===== config.mk =====
export PLATFORM = sky130hd
export DESIGN_NAME = mux16_scan_ctrl
export DESIGN_NICKNAME = d
export VERILOG_FILES = /design/src/rtl/mux16_scan_ctrl.sv
export SDC_FILE = /design/constraint.sdc
export NUM_CORES = 1
export LEC_CHECK = 0
export ABC_AREA = 1
export ABC_CLOCK_PERIOD_IN_PS = 1600
export BUFFER_PORTS_ARGS = -buffer_cell sky130_fd_sc_hd__buf_4
export CAP_MARGIN = 10
export CORE_UTILIZATION = 46
export CTS_CLUSTER_SIZE = 12
export DETAILED_ROUTE_END_ITERATION = 10
export PLACE_DENSITY = 0.78
export SLEW_MARGIN = 20
export SYNTH_ARGS = -nofsm -noshare
export SYNTH_HDL_FRONTEND = slang
export SYNTH_SLANG_ARGS = --single-unit

===== constraint.sdc =====
create_clock -name clk -period 1.6 [get_ports clk]
set_clock_uncertainty 0.2 [all_clocks]
set_input_delay 0.16 -clock clk [delete_from_list [all_inputs] [get_ports clk]]
set_output_delay 0.16 -clock clk [all_outputs]
set_load 0.05 [all_outputs]

===== src/rtl/mux16_scan_ctrl.sv =====
// mux16_scan_ctrl
// Word-to-bit serializer built around an external combinational 16:1 mux.
// A 16-bit word is accepted over valid/ready and held on the mux data bus.
// The mux select then steps once per accepted bit. The mux output comes back
// as a valid/ready bit stream that carries a last-bit flag.

module mux16_scan_ctrl #(
    parameter int MSB_FIRST = 0,
    parameter int GAP       = 0
) (
    input  logic        clk,
    input  logic        rst_n,
    input  logic [15:0] word_in,
    input  logic        word_valid,
    output logic        word_ready,
    output logic [15:0] mux_data,
    output logic [3:0]  mux_sel,
    input  logic        mux_y,
    output logic        bit_out,
    output logic        bit_valid,
    input  logic        bit_ready,
    output logic        bit_last,
    output logic        busy
);

    typedef enum logic [1:0] {
        ST_IDLE = 2'd0,
        ST_SCAN = 2'd1,
        ST_GAP  = 2'd2
    } state_t;

    // The select starts at the end of the word that is shifted out first.
    localparam logic [3:0] SEL_START = (MSB_FIRST != 0) ? 4'd15 : 4'd0;
    localparam bit         HAS_GAP   = (GAP > 0);
    localparam logic [2:0] GAP_LAST  = 3'((GAP > 0) ? (GAP - 1) : 0);

    state_t      r_state;
    state_t      w_next;
    logic [15:0] r_muxData;
    logic [3:0]  r_muxSel;
    logic [3:0]  r_cnt;
    logic [2:0]  r_gapCnt;

    logic        w_accept;
    logic        w_bitFire;
    logic        w_lastBit;
    logic [3:0]  w_selStep;

    assign w_accept  = (r_state == ST_IDLE) && word_valid;
    assign w_bitFire = (r_state == ST_SCAN) && bit_ready;
    assign w_lastBit = (r_cnt == 4'd15);
    assign w_selStep = (MSB_FIRST != 0) ? (r_muxSel - 4'd1) : (r_muxSel + 4'd1);

    // State register: an asynchronous reset drops any partial word at once.
    always_ff @(posedge clk or negedge rst_n) begin
        if (!rst_n) begin
            r_state <= ST_IDLE;
        end else begin
            r_state <= w_next;
        end
    end

    // Next-state logic. A word ends on the handshake of its 16th bit.
    always_comb begin
        w_next = r_state;
        case (r_state)
            ST_IDLE: begin
                if (word_valid) begin
                    w_next = ST_SCAN;
                end
            end
            ST_SCAN: begin
                if (bit_ready && w_lastBit) begin
                    w_next = HAS_GAP ? ST_GAP : ST_IDLE;
                end
            end
            ST_GAP: begin
                if (r_gapCnt == GAP_LAST) begin
                    w_next = ST_IDLE;
                end
            end
            default: begin
                w_next = ST_IDLE;
            end
        endcase
    end

    // Datapath: the word is held, and the select advances only on bit handshakes.
    always_ff @(posedge clk or negedge rst_n) begin
        if (!rst_n) begin
            r_muxData <= 16'd0;
            r_muxSel  <= SEL_START;
            r_cnt     <= 4'd0;
            r_gapCnt  <= 3'd0;
        end else if (w_accept) begin
            r_muxData <= word_in;
            r_muxSel  <= SEL_START;
            r_cnt     <= 4'd0;
        end else if (w_bitFire) begin
            if (w_lastBit) begin
                r_muxSel <= SEL_START;
                r_cnt    <= 4'd0;
                r_gapCnt <= 3'd0;
            end else begin
                r_muxSel <= w_selStep;
                r_cnt    <= r_cnt + 4'd1;
            end
        end else if (r_state == ST_GAP) begin
            r_gapCnt <= r_gapCnt + 3'd1;
        end
    end

    // Output decode: handshake flags depend only on the state. The serial bit is the mux output itself.
    always_comb begin
        word_ready = (r_state == ST_IDLE);
        bit_valid  = (r_state == ST_SCAN);
        bit_last   = (r_state == ST_SCAN) && w_lastBit;
        busy       = (r_state != ST_IDLE);
        bit_out    = mux_y;
    end

    assign mux_data = r_muxData;
    assign mux_sel  = r_muxSel;

endmodule


After elaboration in Yosys (flattened, before gate mapping)
Index checks and enable logic that the tools add are counted.
- ROM bits: 0
- flip-flop bits (word level): 29
- bits in latches: 0
- RAM bits: 0
- memories: 0
- bitwise operators: 1
- reduce and logical (&&, ||, !) cells: 11
- mux-type cells: 13
- shift operators: 0
- div/mod/pow operators: 0
- $lt $le $gt $ge: 0
- multiply operators: 0
- eq/ne operators: 7
- $add $sub $neg: 3
- operators with widths (operator ; count):
    two-way mux 4 bit ; 6
    two-way mux 3 bit ; 3
    adder 4 x 1 -> 4 bit (second input constant) ; 2
    two-way mux 2 bit ; 3
    one-hot mux 2 bit (3 select lines) ; 1
    AND reduction 3 bit ; 2
    nonzero test 2 bit ; 3
    equality test 4 bit (second input constant) ; 1
    logical AND 1 bit ; 4
    inequality test 2 x 1 -> 1 bit (second input constant) ; 2
    inequality test 2 bit (second input constant) ; 2
    adder 3 x 1 -> 3 bit (second input constant) ; 1
    logical NOT 3 bit ; 1
    equality test 2 x 1 -> 1 bit (second input constant) ; 1
    equality test 2 bit (second input constant) ; 1
    logical NOT 2 bit ; 1
    NOT 1 bit ; 1

Longest topological paths before layout
Gate-level depths: netlist of the first run.
- depth after elaboration: 4
- mapped depth: 6
- gate-level depth less buffers: 6

Worst setup path before layout of the first run
Ideal clock, no wire load.
- path type: reg2out
- start: register r_state[0]
- end: output bit_last
- slack: -0.612 ns
- stages on the path, launching flop included: 3
- data required time: 1.240 ns
- data arrival time: 1.852 ns
- path buffers: 0
- path through: dfrtp_1 -> inv_1 -> nor2_1
- longest elaborated chain between the ends: 2
- RTL lines (item ; RTL line ; source):
    from (decl) ; 37 ; state_t r_state;
    from (signal assigned) ; 59 ; r_state <= w_next;
    equality test 2 x 1 -> 1 bit ; 117 ; bit_last = (r_state == ST_SCAN) && w_lastBit;
    logical AND 1 bit ; 117 ;
    to (decl) ; 22 ; output logic bit_last,
No other way between the ends.

Worst setup path in the final report of the first run
- start: register r_cnt[0]
- end: output bit_last
- longest elaborated chain between the ends: 2
- RTL lines (item ; RTL line ; source):
    from (decl) ; 41 ; logic [3:0] r_cnt;
    from (signal assigned) ; 106 ; r_cnt <= r_cnt + 4'd1;
    equality test 4 bit ; 51 ; assign w_lastBit = (r_cnt == 4'd15);
    logical AND 1 bit ; 117 ;
No other way between the ends.

==> results of run 1 <==
-- kinds of logic (layout without fill, tap and decap cells) --
kind of cell,count (synthesis),in the layout,synth area share
DFF,25,25,0.585
adders and majority gates,2,2,0.0234
buffers and inverters,12,79,0.0596
AOI/OAI and AO/OA,6,6,0.0281
and+or+nand+nor,78,78,0.296
xor gates and xnor gates,1,1,0.00819
-- worst paths after layout --
| check | start | endpoint | slack, ns | depth (start not counted) |
|---|---|---|---|---|
| min reg2reg | mux_data[13] | mux_data[13] | 0.29 | 2 |
| max reg2reg | r_cnt[0] | mux_sel[3] | 0.18 | 7 |
| min | rst_n | mux_data[3] | 0.06 | 2 |
| min in group clk | mux_y | bit_out | 0.12 | 0 |
| max | r_cnt[0] | bit_last | -0.03 | 4 |
| max in group asynchronous | rst_n | r_state[0] | 0.90 | 2 |
-- power groups by stage --
stage          logic, uW  registers, uW  clock network (uW)
2_1_floorplan        419           2010                   0
3_3_place_gp        1810           1150                   0
3_5_place_dp        1840           1180                   0
4_1_cts             1950           1160                 285
5_1_grt             2130           1220                 307
6_report            1980           1180                 278
-- per-layer routing --
layer | up-vias | share of wire | global-route usage
li1 | 512 | - | -
met1 | 488 | 0.38 | 0.248
met2 | 40 | 0.55 | 0.453
met3 | 5 | 0.052 | 0.0424
met4 | 0 | 0.019 | 0.138
met5 | - | 0 | 0
-- Yosys cell counts --
master,number
inv_2,2
inv_1,6
nor2_4,1
a21oi_1,2
nor2_1,2
nand3_1,5
ha_1,2
nand2_2,1
dfrtp_1,25
buf_6,1
buf_4,3
nor2_2,1
xnor2_1,1
nand2_1,66
o21ai_0,4
nand4_1,2
-- flip-flops by register name (all words and copies together) (netlist names) --
name      count
mux_data     16
r_cnt         4
r_state       1
mux_sel       4
-- what timing repair did --
| item | CTS | global route |
|---|---|---|
| hold endpoints to repair | 42 | 0 |
| hold buffers | 19 | 0 |
| gates resized for setup | 4 | 2 |
| pin swaps | 2 | 1 |
| endpoints found under the setup margin | 1 | 1 |
| buffers inserted | 3 | 1 |
-- layout make-up --
cell class,instances,area [sq um],area share
sequential,25,627,0.370
multi-input combinational,87,413,0.244
clock buffer,4,26.3,0.0155
tap,28,35.0,0.0207
timing repair buffer,67,558,0.330
inverter,8,33.8,0.0200
-- critical path, stage by stage (launching register included) --
cell and delay [ns]:
dfrtp_1 0.43, ha_4 0.18, nand3_4 0.07, nor2_4 0.11, buf_8 0.15
-- through the flow --
step,area [sq um],std cells,power (uW)
after CTS,1670,218,3400
final,1690,219,3450
after global placement,1410,192,2960
after detailed placement,1410,192,3020
after floorplan,1080,124,2430
after global routing,1690,219,3660
==> impl_metrics.csv, run 1 <==
group,metric,value,unit
run_status,outcome,"complete, but fails checks",
run_status,violations,"negative setup slack",
sta,setup_tns,-0.0284,ns
routing,drt-vias-per-instance,4.77,
sta,rsz0062_at_grt,"true",
logic_synthesis,ys_top_cells_by_area,"dfrtp_1, nand2_1, ha_1, nand3_1, buf_4",
power,power_frac_clock,0.081,
finish,drive_gt1_frac,0.319,
clocking,clock_sinks,25,
finish,nets,215,
sta,slew_headroom,0.800,
power,cellPowerDensity,2040,nW/um^2
clocking,cts_inserted_buffers,3,
finish,utilization,0.765,
sta,hold_violations,0,
finish,n_antenna_cell,0,
routing,num_vias,1045,
placed_design,hpwlAfterDp,1.62,mm
routing,wire_per_inst,12.3,um
clocking,htree_levels,1,
power,seqPwrFrac,0.343,
worst_hold_path,hold_path.class,"input port to asynchronous set/reset pin",
floorplanning,die_y,50.2,um
power,p_sw_frac,0.515,
global_route,grt_antenna_before_repair,0,
logic_synthesis,yosysWarnings,0,
global_route,grt_pass1_vias,1061,
clocking,ctsLongestPathBuffers,2,
worst_setup_path,setup.worst_path.start_class,"register",
logic_synthesis,syn_avg_cell_area,8.63,sq um
sta,setup_violations,1,
logic_synthesis,yosysTopAreaCell,"dfrtp_1",
finish,final_cell_mix,"nand2_1, buf_4, dfrtp_1",
global_route,grt_max_degree,26,
sta,fmax,614,MHz
logic_synthesis,synth_area,1070,sq um
floorplanning,initial_core_util,0.484,
routing,first_pass_iters,4,
sta,fin_crit_sh,1.02,
power,intPower,1670,uW
finish,final_common_cell,"nand2_1",
logic_synthesis,synth.top_cell.area_share,0.585,
global_route,grt_pass1_wl,4.40,mm
finish,area_delta_synth_final,58.2,%
sta,slew_violations,0,
worst_setup_path,path_class,"register to primary output",
sta,fin_hold_ws,0.0589,ns
floorplanning,core_area,2210,sq um
worst_setup_path,worstPathRequired,1.24,ns
routing,detail_route.iter0.violations,19,
worst_setup_path,crit_fanout,3,
global_route,grt-ovfl-total,0,
power,vdd_drop_max,1450,uV
power,combPwrFrac,0.576,
routing,drc,0,
clocking,cts_tree,"yes",
sta,worstMarginPinSlew,0.300,ns
power,leakagePower,0.000901,uW
placed_design,port_buffers,43,
sta,setup_ws,-0.0284,ns
floorplanning,die_width,50.2,um
logic_synthesis,seq_area_frac_synth,0.585,
logic_synthesis,synthCells,124,
sta,period_minus_slack,1.63,ns
floorplanning,ios,46,
finish,nFillCells,166,
floorplanning,die_area,2520,sq um
clocking,clkSlewWorstSetupHoldPaths,0.13,ns
logic_synthesis,synth_seq_cells,25,
placed_design,preCtsSetupSlack,0.157,ns
worst_setup_path,cp.arrival,1.27,ns
flow_run,drv_cap,0,
placed_design,finalWeightedCongestion,0.803,
routing,totalWireLength,2.70,mm
global_route,track_usage,0.242,
clocking,clock_latency,0.32,ns
logic_synthesis,synth.distinct_cells,16,
floorplanning,row_count,17,
clocking,ctsRootBufferMaster,"clkbuf_4",
logic_synthesis,syn-num-nets,147,
power,p_switching,1780,uW
routing,antenna_left,0,
worst_setup_path,crit_path_end_kind,"primary output",
Power figures use the tool's default switching activity.
==> run 2: changes to the inputs <==
--- a/config.mk
+++ b/config.mk
@@ -6,8 +6,8 @@
 export NUM_CORES = 1
 export LEC_CHECK = 0
 export ABC_AREA = 1
-export ABC_CLOCK_PERIOD_IN_PS = 1600
-export BUFFER_PORTS_ARGS = -buffer_cell sky130_fd_sc_hd__buf_4
+export ABC_CLOCK_PERIOD_IN_PS = 1500
+export BUFFER_PORTS_ARGS = -buffer_cell sky130_fd_sc_hd__buf_2
 export CAP_MARGIN = 10
 export CORE_UTILIZATION = 46
 export CTS_CLUSTER_SIZE = 12
@@ -17,3 +17,4 @@
 export SYNTH_ARGS = -nofsm -noshare
 export SYNTH_HDL_FRONTEND = slang
 export SYNTH_SLANG_ARGS = --single-unit
+export TNS_END_PERCENT = 30
==> constraint.sdc (replaced) <==
create_clock -name clk -period 1.5 [get_ports clk]
set_clock_uncertainty 0.2 [all_clocks]
set_input_delay 0.15 -clock clk [delete_from_list [all_inputs] [get_ports clk]]
set_output_delay 0.15 -clock clk [all_outputs]
set_load 0.05 [all_outputs]
==> impl_metrics.csv, run 2 (synthesis gave the netlist of run 1 again) <==
group,metric,value,unit
run_status,outcome,"complete, but fails checks",
run_status,violations,"negative setup slack",
sta,fin_crit_sh,1.05,
sta,worstMarginPinSlew,0.526,ns
clocking,clock_sinks,25,
global_route,track_usage,0.207,
placed_design,hpwlAfterDp,1.55,mm
sta,hold_violations,0,
floorplanning,die_area,2520,sq um
finish,drive_gt1_frac,0.332,
placed_design,placed_cell_area,1320,sq um
worst_setup_path,crit_fanout,2,
routing,drc,0,
worst_setup_path,critPathSlowestCell,"dfrtp_1",
finish,final_common_cell,"nand2_1",
placed_design,preCtsSetupSlack,0.0376,ns
worst_hold_path,worstHoldPathCells,0,
clocking,cts_inserted_buffers,3,
sta,fmax,634,MHz
worst_setup_path,startpoint,"r_cnt[1]",
flow_run,drv_cap,0,
routing,wire_per_inst,11.0,um
power,leakagePower,0.000880,uW
floorplanning,ios,46,
clocking,ctsRootBufferMaster,"clkbuf_4",
clocking,htree_levels,1,
worst_hold_path,whs_endpoint,"bit_out",
floorplanning,die_width,50.2,um
finish,multi_input_area,418,sq um
worst_setup_path,crit_path_end_kind,"primary output",
sta,period_minus_slack,1.58,ns
worst_setup_path,crit_family,"flip-flops",
power,vdd_drop_max,1390,uV
clocking,cts_tree,"yes",
routing,totalWireLength,2.44,mm
sta,setup_ws,-0.0768,ns
clocking,clock_latency,0.31,ns
finish,nets,217,
finish,final_cell_mix,"nand2_1, buf_2, dfrtp_1",
clocking,clkSlewWorstSetupHoldPaths,0.12,ns
finish,largest_reg_flops,16,
global_route,grt_antenna_before_repair,0,
clocking,ctsLongestPathBuffers,2,
worst_setup_path,worstPathRequired,1.15,ns
routing,drt-vias-per-instance,4.77,
floorplanning,initial_core_util,0.484,
worst_setup_path,r2r_end,"r_cnt[3]",
floorplanning,core_area,2210,sq um
worst_hold_path,hold_start,"mux_y",
floorplanning,row_count,17,
routing,num_vias,1054,
sta,slew_violations,0,
global_route,grt_pass1_wl,3.86,mm
routing,antenna_left,0,
worst_setup_path,ff2ff_path_depth,8,
placed_design,finalWeightedCongestion,0.809,
worst_setup_path,cp.arrival,1.23,ns
worst_setup_path,reg2reg_slack,0.06,ns
worst_hold_path,hold_path.class,"input port to primary output",
finish,n_antenna_cell,0,
global_route,grt_pass1_vias,990,
global_route,grt_max_degree,26,
power,cellPowerDensity,2150,nW/um^2
finish,seqCellArea,627,sq um
floorplanning,die_y,50.2,um
routing,first_pass_iters,4,
power,power,3460,uW
sta,fin_hold_ws,0.100,ns
finish,nFillCells,161,
worst_setup_path,critical_path.cell_chain,"ha_4 > nand3_4 > nor2_4 > buf_8",
finish,stdcell_area,1610,sq um
worst_setup_path,setup.worst_path.start_class,"register",
global_route,grt-ovfl-total,0,
finish,area_delta_synth_final,50.5,%
worst_setup_path,rr_startpoint,"r_cnt[1]",
sta,setup_violations,1,
sta,slew_headroom,0.649,
worst_setup_path,cpPeakStageDelay,0.41,ns
sta,rsz0062_at_grt,"true",
worst_setup_path,path_class,"register to primary output",
sta,setup_tns,-0.0768,ns
routing,detail_route.iter0.violations,10,
worst_setup_path,path_buf_inv,1,
placed_design,port_buffers,43,
## run 2: changes by cell type in the layout (fill, tap and decap cells not counted)
| cell | delta |
|---|---|
| buf_2 | +41 |
| buf_4 | -39 |
| inv_1 | -1 |
| inv_2 | +1 |
| nand2_2 | -1 |
| nand2_4 | +1 |
## run 2: repair_timing
action / CTS / global route
endpoints found under the setup margin: 2 / 6
hold buffers: 19 / 0
pin swaps: 2 / 2
resized for setup: 5 / 5
buffers inserted: 3 / 1
hold endpoints to repair: 42 / 0
## run 2: worst max-delay path by stage
stage | end | cells past startpoint
after floorplan | bit_last | 2
after global placement | r_cnt[3] | 7
after detailed placement | r_cnt[3] | 7
after CTS | bit_last | 4
after global routing | bit_last | 4
final | bit_last | 4
## run 2: layout make-up
cell class	count	share of cell area
Sequential cell	25	0.389
Timing Repair Buffer	69	0.292
Multi-Input combinational cell	87	0.260
Tap cell	28	0.0218
Inverter	8	0.0210
Clock buffer	4	0.0163
## run 2: per-stage QoR
stage	cells	util
2_1_floorplan	124	-
3_3_place_gp	194	0.597
3_5_place_dp	194	0.597
4_1_cts	220	0.713
5_1_grt	221	0.728
6_report	221	0.728
## run 2: worst reg2reg max path: cells and delay by family (launching register included)
| kind | cells | cell delay (ns) |
|---|---|---|
| and+or+nand+nor | 4 | 0.25 |
| buffers and inverters | 3 | 0.33 |
| DFF | 1 | 0.41 |
| adders and majority gates | 1 | 0.16 |
## run 2: power breakdown
group          internal, uW  switching [uW]
combinational           526            1420
clock                   104             181
sequential              986             244
## run 2: per-layer routing
| metal | up-vias | share of wire | track usage |
|---|---|---|---|
| met2 | 35 | 0.52 | 0.380 |
| met1 | 493 | 0.41 | 0.225 |
| li1 | 518 | - | - |
| met3 | 8 | 0.046 | 0.0303 |
| met5 | - | 0 | 0 |
| met4 | 0 | 0.024 | 0.110 |
==> run 3: changes to the inputs <==
--- a/config.mk
+++ b/config.mk
@@ -13,6 +13,7 @@
 export CTS_CLUSTER_SIZE = 12
 export DETAILED_ROUTE_END_ITERATION = 10
 export PLACE_DENSITY = 0.78
+export SKIP_LAST_GASP = 1
 export SLEW_MARGIN = 20
 export SYNTH_ARGS = -nofsm -noshare
 export SYNTH_HDL_FRONTEND = slang
==> impl_metrics.csv, run 3 (synthesis gave the netlist of run 1 again) <==
group,metric,value,unit
run_status,outcome,"complete, but fails checks",
run_status,violations,"negative setup slack",
global_route,grt_pass1_vias,1002,
power,vdd_drop_max,1390,uV
global_route,grt-ovfl-total,0,
finish,n_antenna_cell,0,
placed_design,preCtsSetupSlack,0.0376,ns
worst_setup_path,cp.arrival,1.22,ns
worst_setup_path,r2r_end,"r_cnt[3]",
global_route,grt_max_degree,26,
placed_design,finalWeightedCongestion,0.809,
power,leakagePower,0.000880,uW
worst_setup_path,rr_startpoint,"r_cnt[0]",
power,power,3450,uW
sta,slew_violations,0,
sta,period_minus_slack,1.57,ns
sta,fin_crit_sh,1.05,
worst_setup_path,worstPathRequired,1.15,ns
floorplanning,row_count,17,
routing,detail_route.iter0.violations,8,
finish,utilization,0.725,
global_route,grt_pass1_wl,3.90,mm
routing,totalWireLength,2.41,mm
worst_setup_path,path_class,"register to primary output",
floorplanning,core_area,2210,sq um
sta,worstMarginPinSlew,0.526,ns
sta,hold_violations,0,
finish,area_delta_synth_final,49.8,%
floorplanning,die_area,2520,sq um
global_route,track_usage,0.209,
placed_design,port_buffers,43,
worst_setup_path,crit_fanout,2,
clocking,cts_inserted_buffers,3,
clocking,ctsRootBufferMaster,"clkbuf_4",
worst_setup_path,setup.worst_path.start_class,"register",
routing,wire_per_inst,10.9,um
sta,fmax,637,MHz
worst_setup_path,crit_path_end_kind,"primary output",
sta,slew_headroom,0.649,
floorplanning,initial_core_util,0.484,
flow_run,drv_cap,0,
floorplanning,die_width,50.2,um
worst_setup_path,reg2reg_slack,0.02,ns
finish,final_cell_mix,"nand2_1, buf_2, dfrtp_1",
routing,drc,0,
power,cellPowerDensity,2150,nW/um^2
finish,largest_reg_flops,16,
global_route,grt_antenna_before_repair,0,
finish,nets,217,
clocking,clkSlewWorstSetupHoldPaths,0.12,ns
routing,drt-vias-per-instance,4.71,
finish,drive_gt1_frac,0.326,
floorplanning,die_y,50.2,um
routing,antenna_left,0,
worst_setup_path,ff2ff_path_depth,8,
sta,setup_ws,-0.0699,ns
clocking,clock_latency,0.30,ns
worst_hold_path,hold_path.class,"input port to primary output",
sta,setup_tns,-0.0852,ns
routing,num_vias,1041,
clocking,ctsLongestPathBuffers,2,
floorplanning,ios,46,
routing,first_pass_iters,4,
finish,final_common_cell,"nand2_1",
placed_design,hpwlAfterDp,1.55,mm
worst_hold_path,worstHoldPathCells,0,
sta,rsz0062_at_grt,"true",
clocking,cts_tree,"yes",
worst_hold_path,whs_endpoint,"bit_out",
worst_hold_path,hold_start,"mux_y",
clocking,clock_sinks,25,
sta,setup_violations,2,
clocking,htree_levels,1,
[run 3: cell counts in the layout (fill, tap and decap cells not counted)]
No cell type changed its count.
[run 3: worst max path at each step]
stage,start,endpoint,slack (ns),depth (start not counted)
after floorplan,r_state[0],bit_last,-0.16,2
after global placement,r_cnt[1],r_cnt[3],0.09,7
after detailed placement,r_cnt[1],r_cnt[3],0.04,7
after CTS,r_cnt[1],bit_last,-0.08,4
after global routing,r_cnt[0],bit_last,-0.14,4
final,r_cnt[0],bit_last,-0.07,4
[run 3: worst max-delay path: stages (launching register included)]
cell and delay, ns:
dfrtp_1 0.41, ha_4 0.16, nand3_4 0.07, nor2_4 0.12, buf_8 0.15
[run 3: final cells by class]
type	count	area, sq um
flip-flops and latches	25	627
fillers	162	609
repair buffers	69	468
multi-input cells	87	413
well taps	28	35.0
inverters	8	33.8
clock buffers	4	26.3
[run 3: layer usage]
metal,part of all wire,track usage
met5,0,0
met4,0.022,0.110
met3,0.038,0.0303
met2,0.52,0.389
met1,0.42,0.225
[run 3: metrics by stage]
step	instance area [sq um]	instances	hold WS, ns
2_1_floorplan	1080	124	-0.346
3_3_place_gp	1320	194	-0.0433
3_5_place_dp	1320	194	-0.0391
4_1_cts	1570	220	0.101
5_1_grt	1600	221	0.100
6_report	1600	221	0.100
[run 3: power by group]
| group | leakage [uW] | switching [uW] | total, uW | internal (uW) |
|---|---|---|---|---|
| combinational | 0.000555 | 1420 | 1940 | 522 |
| clock | 0.0000150 | 179 | 282 | 104 |
| sequential | 0.000310 | 243 | 1230 | 986 |
[run 3: repair_timing]
| action | 4_1_cts | 5_1_grt |
|---|---|---|
| setup buffers | 3 | 1 |
| pin swaps | 2 | 2 |
| endpoints found under the setup margin | 2 | 6 |
| hold endpoints to repair | 42 | 0 |
| hold buffers | 19 | 0 |
| resized for setup | 4 | 3 |
